File: config.mk
export PLATFORM = sky130hd
export DESIGN_NAME = alu_muldiv_seq
export DESIGN_NICKNAME = d
export VERILOG_FILES = /design/src/rtl/alu_muldiv_seq.sv
export SDC_FILE = /design/constraint.sdc
export NUM_CORES = 1
export LEC_CHECK = 0
export BUFFER_PORTS_ARGS = -buffer_cell sky130_fd_sc_hd__buf_4
export CAP_MARGIN = 5
export CORE_MARGIN = 8
export CORE_UTILIZATION = 50
export DETAILED_ROUTE_END_ITERATION = 16
export PLACE_DENSITY = 0.75
export SYNTH_ARGS = -nofsm -noshare
export SYNTH_HDL_FRONTEND = slang
export SYNTH_SLANG_ARGS = --single-unit
export TNS_END_PERCENT = 20
File: constraint.sdc
create_clock -name clk -period 5.3 [get_ports clk]
set_input_delay 0.265 -clock clk [delete_from_list [all_inputs] [get_ports clk]]
set_output_delay 0.265 -clock clk [all_outputs]
set_load 0.02 [all_outputs]
File: src/rtl/alu_muldiv_seq.sv
// Sequential unsigned 16x16 multiply / 16/16 divide that borrows the shared core ALU once per iteration.
// Latency WIDTH+1 cycles from accepted start to done, plus one cycle per withheld grant; start is ignored while busy.
module alu_muldiv_seq #(
    parameter int         WIDTH  = 16,
    parameter logic [3:0] OP_ADD = 4'h4,
    parameter logic [3:0] OP_SUB = 4'h5
) (
    input  logic             clk,
    input  logic             reset_n,
    input  logic             start,
    input  logic             op_div,
    input  logic [WIDTH-1:0] a_in,
    input  logic [WIDTH-1:0] b_in,
    output logic             busy,
    output logic             done,
    output logic [WIDTH-1:0] result_lo,
    output logic [WIDTH-1:0] result_hi,
    output logic             div_by_zero,
    output logic             alu_req,
    input  logic             alu_gnt,
    output logic [WIDTH-1:0] alu_a,
    output logic [WIDTH-1:0] alu_b,
    output logic [3:0]       alu_operation,
    input  logic [WIDTH-1:0] alu_agg,
    input  logic             alu_c
);

    localparam int CW = $clog2(WIDTH);

    typedef enum logic [1:0] {IDLE, ITER, FIN} state_t;

    state_t           state_q, state_d;
    logic             is_div_q, is_div_d;
    logic [WIDTH-1:0] acc_q, acc_d;     // multiply: accumulator, divide: remainder
    logic [WIDTH-1:0] lo_q, lo_d;       // multiply: multiplier/product low, divide: quotient
    logic [WIDTH-1:0] m_q, m_d;         // multiplicand or divisor
    logic [CW-1:0]    count_q, count_d;
    logic [WIDTH-1:0] res_lo_q, res_lo_d;
    logic [WIDTH-1:0] res_hi_q, res_hi_d;
    logic             dbz_q, dbz_d;

    logic [WIDTH:0]   div_s;
    logic             take;
    logic             last_iter;

    assign div_s     = {acc_q, lo_q[WIDTH-1]};
    // Shifted-out remainder bit means s already exceeds any 16-bit divisor.
    assign take      = div_s[WIDTH] | ~alu_c;
    assign last_iter = (count_q == CW'(WIDTH-1));

    always_ff @(posedge clk or negedge reset_n) begin
        if (!reset_n) begin
            state_q  <= IDLE;
            is_div_q <= 1'b0;
            acc_q    <= '0;
            lo_q     <= '0;
            m_q      <= '0;
            count_q  <= '0;
            res_lo_q <= '0;
            res_hi_q <= '0;
            dbz_q    <= 1'b0;
        end else begin
            state_q  <= state_d;
            is_div_q <= is_div_d;
            acc_q    <= acc_d;
            lo_q     <= lo_d;
            m_q      <= m_d;
            count_q  <= count_d;
            res_lo_q <= res_lo_d;
            res_hi_q <= res_hi_d;
            dbz_q    <= dbz_d;
        end
    end

    always_comb begin
        state_d  = state_q;
        is_div_d = is_div_q;
        acc_d    = acc_q;
        lo_d     = lo_q;
        m_d      = m_q;
        count_d  = count_q;
        res_lo_d = res_lo_q;
        res_hi_d = res_hi_q;
        dbz_d    = dbz_q;
        case (state_q)
            IDLE: begin
                if (start) begin
                    is_div_d = op_div;
                    if (op_div && (b_in == '0)) begin
                        state_d  = FIN;
                        res_lo_d = '1;
                        res_hi_d = a_in;
                        dbz_d    = 1'b1;
                    end else begin
                        state_d = ITER;
                        acc_d   = '0;
                        lo_d    = op_div ? a_in : b_in;
                        m_d     = op_div ? b_in : a_in;
                        count_d = '0;
                        dbz_d   = 1'b0;
                    end
                end
            end
            ITER: begin
                if (alu_gnt) begin
                    count_d = count_q + CW'(1);
                    if (is_div_q) begin
                        acc_d = take ? alu_agg : div_s[WIDTH-1:0];
                        lo_d  = {lo_q[WIDTH-2:0], take};
                    end else begin
                        acc_d = {alu_c, alu_agg[WIDTH-1:1]};
                        lo_d  = {alu_agg[0], lo_q[WIDTH-1:1]};
                    end
                    if (last_iter) begin
                        state_d  = FIN;
                        res_lo_d = lo_d;
                        res_hi_d = acc_d;
                    end
                end
            end
            FIN:     state_d = IDLE;
            default: state_d = IDLE;
        endcase
    end

    always_comb begin
        busy          = 1'b0;
        done          = 1'b0;
        alu_req       = 1'b0;
        alu_a         = '0;
        alu_b         = '0;
        alu_operation = OP_ADD;
        case (state_q)
            ITER: begin
                busy    = 1'b1;
                alu_req = 1'b1;
                if (is_div_q) begin
                    alu_a         = div_s[WIDTH-1:0];
                    alu_b         = m_q;
                    alu_operation = OP_SUB;
                end else begin
                    alu_a = acc_q;
                    alu_b = lo_q[0] ? m_q : '0;
                end
            end
            FIN:     done = 1'b1;
            default: ;
        endcase
    end

    assign result_lo   = res_lo_q;
    assign result_hi   = res_hi_q;
    assign div_by_zero = dbz_q;

endmodule

==> out/metrics.csv, run 1 <==
metric,value,unit
sequential fraction of the synthesis area,0.409,
IO Pins,126,
Fmax,345,MHz
vias in the first global route,4473,
CP cell instances,"nand2b_4, a21oi_1, o221a_4, mux2_2",
post-CTS setup buffer count,0,
Area Overhead vs Synth,19.6,%
placed cell areas,6220,um2
vias post-DR,4175,
post-cts resize count,0,
vias per inst,5.73,
final instance area,6430,um2
Port Buffers,122,
Mapped Cells,488,
Root Driver,clkbuf_8,
part of the cycle the worst path needs,0.547,
Critical Path Start Type,register,
Clock Skews,7.61,ps
hold endpoint,state_q[0],
Post-synth top cells,"dfrtp_1, mux2_2, mux2i_1, nor2_1, mux2_4",
Hold Path Class,primary input to register,
yosys warns,0,
TritonRoute pass-1 iters,5,
Hold Crit Start,alu_gnt,
H-tree level count,3,
row cnt,38,
core area,10700,um2
fin nets,639,
Initial Util,0.505,
CP required,5540,ps
first-pass GRT wire length,23600,um
status,completed,
Yosys reg bits,88,
CP max stage cell,a21oi_1,
mux contribution to synthesized area,0.275,
gr ovfl total,0,
Compound-Gate Fraction of Synth Area,0.112,
Worst setup EP type,register,
placed wire-length estimate,10600,um
fin util,0.604,
CTS max path bufs,2,
RR Startpoint,state_q[0],
Final Hold Viols,0,
synthesized area,5380,um2
worst skew pair latency,350,ps
"Cell Count, Final, Fillers Out",729,
Die Wd,120,um
top cell type's share of synthesized area,0.409,
Avg WL per Cell,19.9,um
RePlAce Congestion,0.811,
Leak,3.01,nW
min cycle time layout,2900,ps
antenna violations before repair,0,
CTS tree,done,
Synth area leaders,"dfrtp_1, mux2_2, mux2i_1, mux2_4, a211oi_1",
Max IR drop VDD,0.000298,V
predominant post-synthesis flop cell,dfrtp_1,
xor/xnor share of the synthesized area,0,
largest net degree at the start of global routing,77,
largest family of logic cells by synthesized area,multiplexers,
clock sink total,88,
Yosys top cell by area,dfrtp_1,
Initial DRC Count,300,
drc violations,0,
Mean Syn Cell Area,11.0,um2
routed wire length,14500,um
Hold Buf Count CTS,1,
MaxCap Viol Count,0,
Overall Global Routing Usage,0.202,
R2R cell count,4,
CTS Buf Count,9,
Die ar.,14300,um2
critical path class,register to register,
flop2flop setup slack,2400,ps
RSZ-0062 raised after global routing,false,
setup_tns,0,ps
Crit Path Max Fanout,33,
synthesized-area fraction occupied by adder cells,0.00233,
max incr delay on CP,880,ps
Die Ht,120,um
Worst Tran Pin Value,1250,ps
final max-slew violation count,0,
Synth async-reset ratio,1.00,
Post-synth EDFFs,0,
CTS clock-pin slew for the worst setup and hold paths,90,ps
share of layout cells above drive strength 1,0.392,
"count leader, synth",dfrtp_1,
Inst Count DP,712,
CP arrival,3130,ps
worst hold path cell count,3,
power per cell area,646,nW/um2
crit path from,state_q[0],
Antenna diodes,0,
Rel. slew slack,0.162,
reg2reg end,result_hi[15],
Routed Antenna Nets,0,
Power Total,0.00416,W
post-synthesis simple-gate area fraction,0.142,
Cell variety after synth,47,
Final setup viols,0,
## state kept, by name, indices dropped and copies added (netlist names)
| register | cells |
|---|---|
| lo_q | 16 |
| acc_q | 16 |
| div_by_zero | 1 |
| state_q | 2 |
| is_div_q | 1 |
| result_hi | 16 |
| m_q | 16 |
| result_lo | 16 |
| count_q | 4 |
## through the flow
stage	worst slack (ps)	hold slack (ps)
2_1_floorplan	3300	-30.6
4_1_cts	2430	241
3_3_place_gp	2510	145
3_5_place_dp	2430	147
5_1_grt	2210	267
6_report	2400	247
## placed cells by master, fill, tap and decap left out, types with 2 or more instances in the layout
cell type,netlist,routed
and3b_1,15,15
nand3_1,2,2
a21oi_1,11,11
a32o_1,8,8
and2_1,16,16
or4_4,2,2
a21boi_0,8,8
mux2i_1,47,47
nor2b_1,11,11
o31ai_1,15,15
a31oi_1,2,2
nand2_1,26,26
buf_4,5,125
inv_1,9,9
a21o_1,2,2
clkbuf_8,0,10
a21bo_2,2,2
a211oi_1,24,24
o21ai_0,2,2
dfrtp_1,88,87
nor3_1,8,8
nor3b_1,2,2
conb_1,2,3
mux2_4,29,29
mux2_1,2,2
mux2_2,49,49
clkinv_2,0,2
nor2_1,47,47
## metal layers
| layer | wire length, um | track usage | up-vias |
|---|---|---|---|
| li1 | - | - | 1937 |
| met1 | 6450 | 0.265 | 2066 |
| met4 | 240 | 0.0554 | 0 |
| met2 | 6890 | 0.327 | 154 |
| met5 | 0 | 0 | - |
| met3 | 929 | 0.0484 | 18 |
## worst max path at each step
stage	slack (ps)	to
3_5_place_dp	2430	result_hi[15]
3_3_place_gp	2510	lo_q[11]
2_1_floorplan	3300	result_hi[10]
6_report	2400	result_hi[15]
4_1_cts	2430	alu_b[0]
5_1_grt	2210	alu_b[9]
## area by class of cell
class                           count  area, um2
Sequential cell                    88       2200
Fill cell                         907       4220
Timing Repair Buffer              126        948
Tap cell                          140        175
Clock inverter                      5       56.3
Clock buffer                       11        141
Multi-Input combinational cell    349       2870
Inverter                           10       37.5
## worst max-delay path, delay by kind of cell, from the launching register on
kind            cells  cell delay, ps
compound gates      2            1710
flops               1             480
mux                 1             410
simple gates        1             180
## power by group
part           total [W]  switching, W  internal [W]
Sequential       0.00125      0.000260      0.000991
Combinational    0.00244       0.00130       0.00114
Clock           0.000465      0.000235      0.000230
Total            0.00416       0.00180       0.00236
## cell families (layout without fill, tap and decap cells)
group | after synthesis | after routing
mux | 127 | 127
other cells | 2 | 3
compound gates | 79 | 79
buf+inv | 52 | 152
simple gates | 139 | 139
flops | 88 | 88
fa+ha+maj | 1 | 1
Power figures use the tool's default switching activity.
==> run 2: changes to the inputs <==
Settings changed: CORE_UTILIZATION 50 to 49, PLACE_DENSITY 0.75 to 0.77.
Clock period 5.3 ns to 2.64 ns, I/O delays scaled along.
==> out/metrics.csv, run 2 (synthesis results as in run 1) <==
metric,value,unit
Die ar.,14600,um2
worst hold path cell count,3,
Final Hold Viols,0,
antenna violations before repair,0,
core area,10800,um2
vias in the first global route,4498,
most frequent cells in the layout,"buf_4, dfrtp_1, mux2_2",
RePlAce Congestion,0.852,
CP cell instances,"or4_2, nor2_1, o221a_4, buf_12, mux2_4",
IO Pins,126,
Rel. slew slack,0.490,
Hold Path Class,primary input to register,
H-tree level count,3,
Antenna diodes,0,
MaxCap Viol Count,0,
worst skew pair latency,370,ps
CTS Buf Count,9,
CTS clock-pin slew for the worst setup and hold paths,90,ps
CP max stage cell,or4_2,
"most common cell after layout, fill and taps aside",buf_4,
min cycle time layout,2270,ps
Final setup viols,0,
Port Buffers,122,
Leak,3.08,nW
flop2flop setup slack,370,ps
Hold Crit Start,alu_gnt,
critical path class,register to register,
hold endpoint,state_q[0],
Die Wd,121,um
Overall Global Routing Usage,0.204,
Area Overhead vs Synth,22.1,%
final instance area,6570,um2
Worst Tran Pin Value,764,ps
# fillers,890,
share of layout cells above drive strength 1,0.403,
power per cell area,1290,nW/um2
Avg WL per Cell,20.0,um
Initial Util,0.498,
clock sink total,88,
R2R cell count,5,
CP arrival,2530,ps
max incr delay on CP,560,ps
first-pass GRT wire length,23800,um
RR Startpoint,state_q[0],
drc violations,0,
post-cts resize count,0,
placed cell areas,6360,um2
setup_tns,0,ps
status,completed,
largest net degree at the start of global routing,82,
final max-slew violation count,0,
CTS max path bufs,2,
vias post-DR,4197,
Hold WS,104,ps
Initial DRC Count,312,
routed wire length,14800,um
Worst setup EP type,register,
Power Total,0.00849,W
row cnt,38,
Die Ht,121,um
RSZ-0062 raised after global routing,false,
Fmax,440,MHz
Critical Path Start Type,register,
CP required,2890,ps
TritonRoute pass-1 iters,5,
reg2reg end,result_hi[10],
placed wire-length estimate,11000,um
Crit Path Max Fanout,18,
Root Driver,clkbuf_8,
Max IR drop VDD,0.000556,V
part of the cycle the worst path needs,0.861,
CTS tree,done,
Routed Antenna Nets,0,
Clock Skews,8.68,ps
gr ovfl total,0,
fin nets,650,
vias per inst,5.67,
[run 2: cell types whose count changed in the layout (fill, tap and decap cells not counted), sizes merged]
cell | before | now
buf | 125 | 136
[run 2: final cells by class]
cell class,instances,area [um2],area share
inverters,10,37.5,0.00572
repair buffers,137,1080,0.165
well taps,140,175,0.0267
clock buffers,11,141,0.0215
multi-input cells,349,2870,0.437
clock inverters,5,56.3,0.00858
flip-flops and latches,88,2200,0.336
[run 2: per-stage QoR]
| stage | instances | setup slack, ps | utilization |
|---|---|---|---|
| 4_1_cts | 740 | 375 | 0.608 |
| 3_5_place_dp | 723 | 383 | 0.589 |
| 3_3_place_gp | 723 | 408 | 0.589 |
| 6_report | 740 | 366 | 0.608 |
| 5_1_grt | 740 | 283 | 0.608 |
| 2_1_floorplan | 489 | 649 | - |
[run 2: power by group]
| group | internal [W] | switching [W] | leakage (nW) |
|---|---|---|---|
| Combinational | 0.00239 | 0.00264 | 1.93 |
| Clock | 0.000462 | 0.000499 | 0.0993 |
| Sequential | 0.00199 | 0.000512 | 1.06 |
| Total | 0.00484 | 0.00365 | 3.08 |
[run 2: worst max-delay path: cells and delay by family (launching register included)]
family	cells	cell delay, ps
AOI/OAI and AO/OA	1	390
buffers and inverters	1	220
DFF	1	480
muxes	1	320
and+or+nand+nor	2	740
[run 2: layer usage]
| layer | global-route usage | vias up | routed length (um) |
|---|---|---|---|
| met5 | 0 | - | 0 |
| met4 | 0.0664 | 0 | 205 |
| met3 | 0.0457 | 18 | 1050 |
| met2 | 0.330 | 138 | 6900 |
| met1 | 0.266 | 2083 | 6610 |
| li1 | - | 1958 | - |
[run 2: how the worst max path moves through the flow]
| stage | cells past startpoint | start | slack, ps | to |
|---|---|---|---|---|
| 6_report | 5 | state_q[0] | 370 | result_hi[10] |
| 5_1_grt | 5 | state_q[0] | 280 | result_hi[10] |
| 4_1_cts | 5 | state_q[0] | 380 | result_hi[10] |
| 3_5_place_dp | 6 | b_in[11] | 380 | result_hi[10] |
| 2_1_floorplan | 6 | state_q[0] | 650 | result_hi[10] |
| 3_3_place_gp | 6 | b_in[11] | 410 | result_hi[11] |
[run 2: what timing repair did]
| action | 4_1_cts | 5_1_grt |
|---|---|---|
| hold buffers | 1 | 0 |
| hold endpoints to repair | 49 | 0 |
| buffers inserted | 0 | 0 |
==> run 3: changes to the inputs <==
Settings changed: REMOVE_ABC_BUFFERS set to 1.
==> out/metrics.csv, run 3 (synthesis results as in run 1) <==
metric,value,unit
Initial DRC Count,291,
Leak,3.10,nW
Crit Path Max Fanout,42,
Initial Util,0.498,
RePlAce Congestion,0.834,
Hold WS,118,ps
vias in the first global route,4474,
Rel. slew slack,0.487,
Worst setup EP type,output pin,
CTS clock-pin slew for the worst setup and hold paths,80,ps
CTS Buf Count,9,
fin nets,654,
Avg WL per Cell,19.4,um
Clock Skews,11.2,ps
Die Wd,121,um
Final Hold Viols,0,
row cnt,38,
core area,10800,um2
CTS max path bufs,2,
drc violations,0,
Critical Path Start Type,register,
clock sink total,88,
Fmax,429,MHz
status,completed,
Worst Tran Pin Value,768,ps
part of the cycle the worst path needs,0.883,
Port Buffers,122,
"most common cell after layout, fill and taps aside",buf_4,
antenna violations before repair,0,
routed wire length,14500,um
Power Total,0.00840,W
min cycle time layout,2330,ps
Hold Path Class,primary input to register,
TritonRoute pass-1 iters,4,
IO Pins,126,
CTS tree,done,
Max IR drop VDD,0.000766,V
area occupied by multi-input gates,2870,um2
placed wire-length estimate,10800,um
Antenna diodes,0,
power per cell area,1280,nW/um2
FF+latch area,2200,um2
share of layout cells above drive strength 1,0.409,
Die Ht,121,um
Final setup viols,0,
Overall Global Routing Usage,0.197,
Area Overhead vs Synth,22.0,%
Routed Antenna Nets,0,
# fillers,913,
MaxCap Viol Count,0,
Die ar.,14600,um2
post-cts resize count,0,
setup_tns,0,ps
first-pass GRT wire length,23000,um
final max-slew violation count,0,
critical path class,register to output pin,
RSZ-0062 raised after global routing,false,
gr ovfl total,0,
vias per inst,5.60,
CP arrival,2200,ps
vias post-DR,4163,
H-tree level count,3,
most frequent cells in the layout,"buf_4, dfrtp_1, mux2_2",
worst skew pair latency,350,ps
CP required,2510,ps
Root Driver,clkbuf_8,
largest net degree at the start of global routing,43,
[run 3: cell types whose count changed in the layout (fill, tap and decap cells not counted), sizes merged]
cell | before | now
clkinvlp | 1 | 0
buf | 136 | 140
bufinv | 1 | 0
clkinv | 4 | 3
clkbuf | 11 | 14
[run 3: worst paths after layout]
check | startpoint | endpoint | slack [ps] | depth (start not counted)
max | state_q[0] | alu_b[8] | 310 | 6
min | alu_gnt | state_q[0] | 120 | 3
max reg2reg | state_q[0] | result_lo[3] | 410 | 5
min reg2reg | m_q[10] | m_q[10] | 510 | 1
max in group asynchronous | reset_n | acc_q[8] | 1570 | 3
min in group asynchronous | reset_n | result_hi[4] | 300 | 2
[run 3: timing repair]
| item | in CTS | in global routing |
|---|---|---|
| buffers inserted | 0 | 0 |
| hold endpoints to repair | 40 | 0 |
| setup endpoints to repair | 0 | 0 |
| hold buffers | 1 | 0 |
[run 3: metal layers]
metal,share of wire,global-route usage
met1,0.43,0.245
met2,0.48,0.327
met3,0.079,0.0597
met4,0.014,0.0500
met5,0,0
[run 3: worst max-delay path: stages (launching register included)]
cell	delay, ps
dfrtp_1	500
nand2b_2	110
buf_4	270
nor2_1	430
buf_4	260
and2_1	140
buf_4	140
[run 3: layout make-up]
type	instances	area share
tap	140	0.0267
sequential	88	0.336
inverter	10	0.00572
timing repair buffer	141	0.164
clock buffer	14	0.0294
multi-input combinational	349	0.437
clock inverter	2	0.00153
[run 3: per-stage QoR]
step                      instance area [um2]  std cells  utilization  setup WS, ps
after floorplan                          5110        447            -         -1050
after global placement                   6350        727        0.588           454
after detailed placement                 6350        727        0.588           421
after CTS                                6560        744        0.608           299
after global routing                     6560        744        0.608           176
final                                    6560        744        0.608           308
[run 3: power breakdown]
| part | switching [W] | internal (W) |
|---|---|---|
| sequential | 0.000506 | 0.00199 |
| combinational | 0.00260 | 0.00238 |
| clock | 0.000465 | 0.000469 |
| total | 0.00357 | 0.00484 |
